$ cat src/rtl/adc_frame_responder.sv
// Serial ADC stand-in: answers adc_conv/adc_clk with 16-bit frames {2'b00, sample, 2'b00}.
// Define ADC_EMU_TRIANGLE_EN for a triangle-wave generator; the default is a sawtooth.
module adc_frame_responder #(
  parameter logic [11:0] STEP        = 12'd16,
  parameter logic [11:0] START_VALUE = 12'd0
) (
  input  logic        osc_clk,
  input  logic        reset_n,
  input  logic        adc_clk,
  input  logic        adc_conv,
  output logic        adc_data,
  output logic        busy,
  output logic        frame_done,
  output logic [11:0] sample_out
);

  // Handshake: a falling edge of adc_conv starts a frame, each falling edge of
  // adc_clk presents the next bit for the receiver's rising edge, and a rising
  // edge of adc_conv while shifting aborts the frame without advancing the sample.
  typedef enum logic {IDLE, SHIFT} state_t;

  state_t      state;
  logic [1:0]  clk_sync;
  logic [1:0]  conv_sync;
  logic        clk_prev;
  logic        conv_prev;
  logic [15:0] shreg;
  logic [3:0]  idx;
  logic [11:0] sample;
  logic [11:0] next_sample;
  logic [15:0] load_word;
  logic        clk_fall;
  logic        conv_fall;
  logic        conv_rise;
  logic        abort;
  logic        advance;

  always_ff @(posedge osc_clk or negedge reset_n) begin
    if (!reset_n) begin
      clk_sync  <= 2'b00;
      conv_sync <= 2'b00;
      clk_prev  <= 1'b0;
      conv_prev <= 1'b0;
    end else begin
      clk_sync  <= {clk_sync[0], adc_clk};
      conv_sync <= {conv_sync[0], adc_conv};
      clk_prev  <= clk_sync[1];
      conv_prev <= conv_sync[1];
    end
  end

  assign clk_fall  = clk_prev & ~clk_sync[1];
  assign conv_fall = conv_prev & ~conv_sync[1];
  assign conv_rise = ~conv_prev & conv_sync[1];

  // Abort takes priority over a coincident adc_clk falling edge.
  assign abort     = (state == SHIFT) && conv_rise;
  assign advance   = (state == SHIFT) && !conv_rise && clk_fall && (idx == 4'd0);
  assign load_word = {2'b00, sample, 2'b00};

`ifdef ADC_EMU_TRIANGLE_EN
  logic        dir_down;
  logic        next_dir_down;
  logic [12:0] up_sum;

  assign up_sum = {1'b0, sample} + {1'b0, STEP};

  always_comb begin
    next_sample   = sample;
    next_dir_down = dir_down;
    if (!dir_down) begin
      if (up_sum >= 13'd4095) begin
        next_sample   = 12'hFFF;
        next_dir_down = 1'b1;
      end else begin
        next_sample = up_sum[11:0];
      end
    end else begin
      if (sample <= STEP) begin
        next_sample   = 12'h000;
        next_dir_down = 1'b0;
      end else begin
        next_sample = sample - STEP;
      end
    end
  end

  always_ff @(posedge osc_clk or negedge reset_n) begin
    if (!reset_n) begin
      dir_down <= 1'b0;
    end else if (advance) begin
      dir_down <= next_dir_down;
    end
  end
`else
  assign next_sample = sample + STEP;
`endif

  always_ff @(posedge osc_clk or negedge reset_n) begin
    if (!reset_n) begin
      state      <= IDLE;
      shreg      <= 16'h0000;
      idx        <= 4'd0;
      adc_data   <= 1'b0;
      busy       <= 1'b0;
      frame_done <= 1'b0;
      sample     <= START_VALUE;
    end else begin
      frame_done <= 1'b0;
      case (state)
        IDLE: begin
          adc_data <= 1'b0;
          if (conv_fall) begin
            shreg    <= load_word;
            adc_data <= load_word[15];
            idx      <= 4'd15;
            busy     <= 1'b1;
            state    <= SHIFT;
          end
        end
        SHIFT: begin
          if (abort) begin
            adc_data <= 1'b0;
            busy     <= 1'b0;
            state    <= IDLE;
          end else if (advance) begin
            frame_done <= 1'b1;
            sample     <= next_sample;
            adc_data   <= 1'b0;
            busy       <= 1'b0;
            state      <= IDLE;
          end else if (clk_fall) begin
            shreg    <= {shreg[14:0], 1'b0};
            adc_data <= shreg[14];
            idx      <= idx - 4'd1;
          end
        end
        default: begin
          adc_data <= 1'b0;
          busy     <= 1'b0;
          state    <= IDLE;
        end
      endcase
    end
  end

  assign sample_out = sample;

endmodule

$ cat config.mk
export PLATFORM = sky130hd
export DESIGN_NAME = adc_frame_responder
export DESIGN_NICKNAME = d
export VERILOG_FILES = /design/src/rtl/adc_frame_responder.sv
export SDC_FILE = /design/constraint.sdc
export NUM_CORES = 1
export LEC_CHECK = 0
export CAP_MARGIN = 20
export CORE_ASPECT_RATIO = 0.75
export CORE_MARGIN = 8
export CORE_UTILIZATION = 32
export CTS_BUF_LIST = sky130_fd_sc_hd__clkbuf_16
export CTS_CLUSTER_DIAMETER = 100
export DETAILED_ROUTE_END_ITERATION = 12
export SKIP_CTS_REPAIR_TIMING = 1
export SLEW_MARGIN = 10
export SYNTH_ARGS = -nofsm -noshare
export SYNTH_HDL_FRONTEND = slang
export SYNTH_SLANG_ARGS = --single-unit
$ cat constraint.sdc
create_clock -name osc_clk -period 3.9 [get_ports osc_clk]
set_input_delay 0.585 -clock osc_clk [delete_from_list [all_inputs] [get_ports osc_clk]]
set_output_delay 0.585 -clock osc_clk [all_outputs]
set_load 0.05 [all_outputs]
## Word level (Yosys, flattened, before mapping)

Index checks and enable logic that the tools add are counted.

| word-level totals | value |
|---|---|
| register bits | 41 |
| bits of input ports | 4 |

| operators by class | value |
|---|---|
| $add $sub $neg | 2 |
| eq/ne operators | 6 |
| mux-type cells | 25 |
| bitwise gates (word level) | 8 |
| reductions and logical operators | 9 |

Operator list:

| operator | number |
|---|---|
| 15-bit 2-to-1 mux | 4 |
| 15-bit one-hot mux with 2 select lines | 1 |
| 4-bit 2-to-1 mux | 4 |
| 12-bit by 5-bit adder with 12-bit output (second input constant) | 1 |
| 1-bit 2-to-1 mux | 12 |
| 4-bit one-hot mux with 2 select lines | 1 |
| 2-bit != test (second input constant) | 3 |
| 1-bit one-hot mux with 2 select lines | 3 |
| 1-bit inverter | 5 |
| 1-bit logical AND | 4 |
| 4-bit logical NOT | 1 |
| 4-bit by 1-bit != test with 1-bit output (second input constant) | 1 |
| 4-bit AND reduction | 1 |
| 4-bit by 1-bit subtractor with 4-bit output (second input constant) | 1 |
| 1-bit bitwise AND | 3 |
| 3-bit by 1-bit != test with 1-bit output (second input constant) | 1 |
| 3-bit AND reduction | 1 |
| 2-bit by 1-bit != test with 1-bit output (second input constant) | 1 |
| 2-bit AND reduction | 1 |
| 1-bit logical NOT | 1 |

## Depth between registers and ports, before layout

Gate-level depths: netlist of run 1.

| logic depth | value |
|---|---|
| word-level depth | 9 |
| depth in mapped cells | 7 |
| depth with buffers taken out | 6 |

## Worst setup path after synthesis of run 1

No wires, ideal clock.

| timing path | value |
|---|---|
| kind | reg-to-reg |
| start | register idx[0] |
| end | register sample[7] (netlist: sample_out[7]) |
| library setup time | 0.142 ns |
| arrival | 1.663 ns |
| path slack | 2.094 ns |
| stages on the path, launching flop included | 8 |
| path through | dfrtp_1 -> inv_1 -> ha_1 -> or3b_4 -> nor4b_4 -> buf_6 -> nand4_2 -> xnor2_1 |

| on the way | value |
|---|---|
| longest elaborated chain between the ends | 3 |

Ends and longest elaborated chain:

| what | RTL line | text |
|---|---|---|
| start, declared | 28 | `logic [3:0] idx;` |
| start signal, assigned | 135 | `idx <= idx - 4'd1;` |
| 4-bit logical NOT | 58 | `assign advance = (state == SHIFT) && !conv_rise && clk_fall && (idx == 4'd0);` |
| 1-bit logical AND | 58 |  |
| 3-bit AND reduction (no source line) | - |  |
| end signal, assigned | 128 | `sample <= next_sample;` |
| end, declared | 29 | `logic [11:0] sample;` |

Every way passes these cells.
A chain may end at the register's enable or synchronous reset.

## Worst setup path after layout of run 1

| timing path | value |
|---|---|
| start | register idx[0] |
| end | register sample[11] (netlist: sample_out[11]) |

Same word-level chain as after synthesis.

==> results.json, run 1 <==
{
  "status": "finished, final reports clean",
  "muxShareOfSynthArea_pct": 6.58,
  "cp_num_cells": 6,
  "tightest_slew_ns": 0.671,
  "ant_nets": 0,
  "cts_buffer_depth": 2,
  "ios": 19,
  "clk_latency_ns": 0.28,
  "yosys_warnings": 0,
  "synth_seq_cells": 31,
  "hold_path.class": "reg -> reg",
  "crit_path_end": "sample_out[11]$_DFFE_PN0P_",
  "relSlewSlack_pct": 55.1,
  "cts_sinks": 31,
  "hold_violations": 0,
  "synth_fa_ha_area_share_pct": 2.70,
  "fillers": 406,
  "vdd_ir_drop_max_v": 0.000208,
  "layout-drive-gt1-share_pct": 10.9,
  "drt_iter0_drc": 17,
  "rsz0062_at_grt": "false",
  "critPathMaxFanout": 11,
  "drt_wl_total_um": 2690,
  "r2r_start": "idx[0]$_DFFE_PN0P_",
  "post_drt_wl_per_cell_um": 14.0,
  "synth_top_cell_by_area": "dfrtp_1",
  "die_y_um": 73.1,
  "swShare_pct": 26.2,
  "antenna_found_initial": 0,
  "tritoncts": "done",
  "fp.dieArea_mm2": 0.00673,
  "core_mm2": 0.00410,
  "p_per_area_mw_per_mm2": 482,
  "power.switching_mw": 0.214,
  "track_usage_pct": 8.96,
  "first_pass_iters": 4,
  "min_period_ns": 2.21,
  "rows": 20,
  "io_buffers": 14,
  "syn_area_per_cell_um2": 11.5,
  "finalSetupViolations": 0,
  "numCtsBuffers": 5,
  "p_clk_share_pct": 44.5,
  "crit_start": "idx[0]$_DFFE_PN0P_",
  "initial_core_util_pct": 33.8,
  "place_congestion": 0.785,
  "dieWidth_um": 92.1,
  "required_ns": 4.06,
  "drc": 0,
  "worstSetupPathType": "reg -> reg",
  "critPathCaptureType": "register",
  "path_cells": "inv_1 -> ha_1 -> or3b_4 -> nor4b_4 -> nand3_1 -> xnor2_1",
  "reg2reg_to": "sample_out[11]$_DFFE_PN0P_",
  "cp_slowest_stage_delay_ns": 0.60,
  "grt_pass1_vias": 962,
  "grt_start_max_net_pins": 32,
  "drv_slew": 0,
  "fin_crit_sh_pct": 56.8,
  "syn2layout_area_growth_pct": 22.3,
  "power_frac_seq_pct": 45.0,
  "cp_slowest_cell": "nor4b_4",
  "vias": 911,
  "nNetsFinal": 144,
  "fmax_mhz": 452,
  "synth_compound_area_share_pct": 7.39,
  "p_leak_nw": 0.766,
  "worstPathArrival_ns": 2.37,
  "synth_xor_area_share_pct": 5.05,
  "grt_overflow": 0,
  "grt_pass1_wl_um": 4650,
  "cp.buffers_inverters": 1,
  "avgViaCountPerCell": 4.72,
  "cts_root_buffer": "clkbuf_16",
  "cp_top_family": "simple AND/OR/NAND/NOR gates",
  "r2r_setup_slack_ns": 1.69,
  "combPwrFrac_pct": 10.5,
  "h-tree-depth": 2,
  "cp-start-kind": "register",
  "timing.setup.tns_ns": 0,
  "cap_violations": 0,
  "synthCells": 121,
  "regArea_um2": 776,
  "diodes": 0,
  "synth_top_family_by_area": "simple AND/OR/NAND/NOR gates",
  "internal_power_mw": 0.605,
  "finalClockSkew_ns": 0.00583,
  "synth.yosys.seq_area_share_pct": 55.9,
  "clkTransAtPathRegs_ns": 0.05,
  "r2r_cells": 6,
  "synthSimpleGateAreaFrac_pct": 16.4,
  "yosys-top-cells-area": "dfrtp_1 (56%), mux2i_1 (5.8%), xnor2_1 (5.0%)",
  "synthDominantCellAreaShare_pct": 55.9,
  "syn_area_mm2": 0.00139,
  "multi_input_area_um2": 544,
  "synth.distinct_cells": 30,
  "place_hpwl_um": 1860,
  "postLayoutCoreUtil_pct": 41.4
}
## through the flow
stage / area [µm²] / setup slack [ns] / std cells / hold WS (ns) / total power, mW
3_3_place_gp: 1560 / 1.75 / 185 / 0.333 / 0.456
2_1_floorplan: 1400 / 2.09 / 124 / 0.289 / 0.435
5_1_grt: 1700 / 1.49 / 193 / 0.353 / 0.858
4_1_cts: 1700 / 1.65 / 193 / 0.351 / 0.832
6_report: 1700 / 1.69 / 193 / 0.348 / 0.819
3_5_place_dp: 1560 / 1.67 / 185 / 0.340 / 0.460
## synthesized netlist by cell type (all sizes together)
cell type / count
a41oi: 1
nor3: 6
inv: 6
conb: 1
nor3b: 1
nand3: 5
a2bb2oi: 1
o21ai: 9
ha: 3
and3: 2
nand4: 2
nand2: 14
mux2i: 8
clkbuf: 3
xnor2: 8
mux2: 1
or3b: 1
a21oi: 2
o32ai: 1
nor2b: 1
nand2b: 2
and4: 2
a31oi: 1
a22oi: 1
nor2: 1
nor4b: 1
buf: 6
dfrtp: 31
## worst reg2reg max path: stages, from the launching register on
cell and delay (ns):
dfrtp_1 0.37, inv_1 0.12, ha_1 0.17, or3b_4 0.42, nor4b_4 0.60, nand3_1 0.23
xnor2_1 0.19
## state kept, by name (all words and copies together), names as in the netlist, 2 cells and up
name        cells
clk_sync        2
conv_sync       2
idx             4
sample_out      8
shreg           9
## cell usage in the layout, fill, tap and decap left out
cell type,instances
a22oi_1,1
nor3b_1,1
nor3_1,6
nand2b_1,2
dfrtp_1,31
buf_4,1
o32ai_1,1
nand2_1,14
a21oi_1,2
clkinv_2,3
o21ai_0,9
or3b_4,1
a31oi_1,1
nor4b_4,1
xnor2_1,8
nand3_1,5
ha_1,3
nor2b_1,1
clkdlybuf4s50_1,14
nor2_1,1
a2bb2oi_1,1
a41oi_2,1
nand4_2,2
mux2i_1,8
conb_1,4
and4_1,2
clkbuf_16,5
and3_1,2
inv_1,6
mux2_2,1
## logic make-up (layout without fill, tap and decap cells)
logic type      after synthesis  count (layout)
compound gates               16              16
xor+xnor                      8               8
fa+ha+maj                     3               3
buf+inv                      15              29
flops                        31              31
mux                           9               9
other cells                   1               4
simple gates                 38              38
## layout make-up
cell class	count	area share, %
multi-input combinational	78	32.0
inverter	6	1.33
clock inverter	3	0.884
tap	55	4.05
sequential	31	45.7
timing repair buffer	15	8.69
clock buffer	5	7.36
## power by group through the flow
stage               Clock [mW]  Combinational, mW  Sequential [mW]
finish                   0.365             0.0862            0.368
global route             0.391             0.0951            0.371
CTS                      0.377             0.0869            0.368
detailed placement           0             0.0867            0.373
global placement             0             0.0844            0.372
floorplan                    0             0.0683            0.367
## per-layer routing
| metal | share of wire (%) | routed length [µm] | up-vias | track usage (%) |
|---|---|---|---|---|
| met3 | 5.3 | 144 | 7 | 2.88 |
| met2 | 43 | 1160 | 21 | 12.9 |
| met4 | 3.4 | 92 | 0 | 7.47 |
| met5 | 0 | 0 | - | 0 |
| li1 | - | - | 440 | - |
| met1 | 48 | 1300 | 443 | 10.7 |
## worst min path at each step
stage                            from                endpoint  cells after the start
2_1_floorplan                 reset_n    adc_data$_DFFE_PN0P_                      0
4_1_cts        conv_sync[0]$_DFF_PN0_  conv_sync[1]$_DFF_PN0_                      0
3_3_place_gp    clk_sync[0]$_DFF_PN0_   clk_sync[1]$_DFF_PN0_                      0
5_1_grt        conv_sync[0]$_DFF_PN0_  conv_sync[1]$_DFF_PN0_                      0
6_report       conv_sync[0]$_DFF_PN0_  conv_sync[1]$_DFF_PN0_                      0
3_5_place_dp   conv_sync[0]$_DFF_PN0_  conv_sync[1]$_DFF_PN0_                      0
(Power assumes the default switching activity.)
==> run 2, diff against run 1 <==
- clock period: 3.9 -> 2.05 ns (I/O delays scaled with it)
==> run 2 against run 1 <==
Sequential cell count unchanged. First-iteration DRC count rose by 29%. Utilization grew 0.46 points. Highest routed layer unchanged. Total power is 88% higher. Clock skew is 0.0043 ns lower. Die area unchanged. Setup slack worse by 1.6 ns.
==> results.json, run 2 (synthesis results as in run 1) <==
{
  "status": "finished, final reports clean",
  "drv_slew": 0,
  "syn2layout_area_growth_pct": 23.7,
  "core_mm2": 0.00410,
  "cp_slowest_stage_delay_ns": 0.41,
  "initial_core_util_pct": 33.8,
  "drt_wl_total_um": 2780,
  "design_area_mm2": 0.00172,
  "p_leak_nw": 0.777,
  "clkTransAtPathRegs_ns": 0.05,
  "grt_pass1_vias": 1029,
  "ant_nets": 0,
  "place_congestion": 0.773,
  "clk_latency_ns": 0.27,
  "mostFrequentLayoutCell": "dfrtp_1",
  "finalSetupViolations": 0,
  "vias": 972,
  "h-tree-depth": 2,
  "min_period_ns": 1.95,
  "grt_overflow": 0,
  "track_usage_pct": 8.88,
  "final_cell_mix": "dfrtp_1 (31), nand2_1 (14), clkdlybuf4s50_1 (14)",
  "fmax_mhz": 514,
  "hold_path.class": "reg -> reg",
  "tritoncts": "done",
  "cp.buffers_inverters": 2,
  "antenna_found_initial": 0,
  "grt_start_max_net_pins": 32,
  "dieWidth_um": 92.1,
  "numCtsBuffers": 5,
  "multi_input_area_um2": 544,
  "vdd_ir_drop_max_v": 0.000408,
  "drt_iter0_drc": 22,
  "fillers": 395,
  "power.switching_mw": 0.390,
  "fin_crit_sh_pct": 94.9,
  "cts_sinks": 31,
  "die_y_um": 73.1,
  "diodes": 0,
  "cp_slowest_cell": "or3b_4",
  "timing.setup.tns_ns": 0,
  "rows": 20,
  "critPathCaptureType": "register",
  "cp-start-kind": "register",
  "tightest_slew_ns": 0.579,
  "cp_top_family": "simple AND/OR/NAND/NOR gates",
  "placed_cell_area_mm2": 0.00158,
  "worstPathArrival_ns": 2.10,
  "first_pass_iters": 4,
  "io_buffers": 14,
  "path_cells": "inv_1 -> ha_1 -> or3b_4 -> nor4b_4 -> buf_4 -> mux2_2",
  "post_drt_wl_per_cell_um": 14.2,
  "finalClockSkew_ns": 0.00151,
  "drc": 0,
  "required_ns": 2.20,
  "worstSetupPathType": "reg -> reg",
  "cts_buffer_depth": 2,
  "fp.dieArea_mm2": 0.00673,
  "critPathMaxFanout": 11,
  "cap_violations": 0,
  "ios": 19,
  "avgViaCountPerCell": 4.96,
  "cts_root_buffer": "clkbuf_16",
  "power_frac_seq_pct": 44.7,
  "place_hpwl_um": 1970,
  "nNetsFinal": 147,
  "rsz0062_at_grt": "false",
  "relSlewSlack_pct": 61.3,
  "top_register": "shreg",
  "layout-drive-gt1-share_pct": 10.6,
  "hold_violations": 0,
  "p_per_area_mw_per_mm2": 897,
  "swShare_pct": 25.3,
  "regArea_um2": 776,
  "combPwrFrac_pct": 12.2,
  "internal_power_mw": 1.15,
  "p_clk_share_pct": 43.1,
  "largest_reg_flops": 9,
  "grt_pass1_wl_um": 4820
}
-- run 2: through the flow --
| stage | worst slack (ns) | util, % | total power, mW | cells | hold slack [ns] |
|---|---|---|---|---|---|
| floorplan | 0.244 | - | 0.827 | 124 | 0.0119 |
| global placement | 0.147 | 38.5 | 0.873 | 188 | 0.332 |
| detailed placement | 0.100 | 38.5 | 0.884 | 188 | 0.340 |
| CTS | 0.0882 | 41.9 | 1.55 | 196 | 0.350 |
| global route | 0.0158 | 41.9 | 1.61 | 196 | 0.363 |
| finish | 0.104 | 41.9 | 1.54 | 196 | 0.348 |
-- run 2: layer usage --
metal  vias up  part of all wire [%]  global-route usage (%)
met5         -                     0                       0
met4         0                   1.9                    5.16
met3         5                   5.8                    3.19
met2        25                    46                    14.2
met1       498                    46                    10.1
li1        444                     -                       -
-- run 2: worst register-to-register path: cells and delay by family (launching register included) --
family | cells | cell delay, ns
AND/OR/NAND/NOR | 2 | 0.62
flip-flops | 1 | 0.37
multiplexers | 1 | 0.35
buffers and inverters | 2 | 0.34
adder cells (fa/ha/maj) | 1 | 0.16
-- run 2: area by class of cell --
| cell class | count | share of cell area, % |
|---|---|---|
| inverters | 6 | 1.31 |
| well taps | 55 | 4.01 |
| clock inverters | 3 | 0.655 |
| flip-flops and latches | 31 | 45.2 |
| repair buffers | 18 | 9.91 |
| multi-input cells | 78 | 31.7 |
| clock buffers | 5 | 7.28 |
-- run 2: path summary, 6_finish.rpt --
path | from | to | slack [ns] | depth (start not counted)
max in group asynchronous | reset_n | shreg[10]$_DFFE_PN0P_ | 1.33 | 2
min in group asynchronous | reset_n | sample_out[5]$_DFFE_PN0P_ | 0.44 | 2
hold / removal | clk_sync[0]$_DFF_PN0_ | clk_sync[1]$_DFF_PN0_ | 0.35 | 0
setup reg to reg | idx[0]$_DFFE_PN0P_ | sample_out[5]$_DFFE_PN0P_ | 0.10 | 6
hold reg to reg | clk_sync[0]$_DFF_PN0_ | clk_sync[1]$_DFF_PN0_ | 0.35 | 0
setup / recovery | idx[0]$_DFFE_PN0P_ | sample_out[5]$_DFFE_PN0P_ | 0.10 | 6
-- run 2: power by group through the flow --
stage                     sequential (mW)  combinational (mW)  clock (mW)
after detailed placement            0.697               0.187           0
final                               0.688               0.188       0.664
after global placement              0.694               0.179           0
after global routing                0.694               0.203       0.712
after CTS                           0.687               0.188       0.676
after floorplan                     0.697               0.130           0
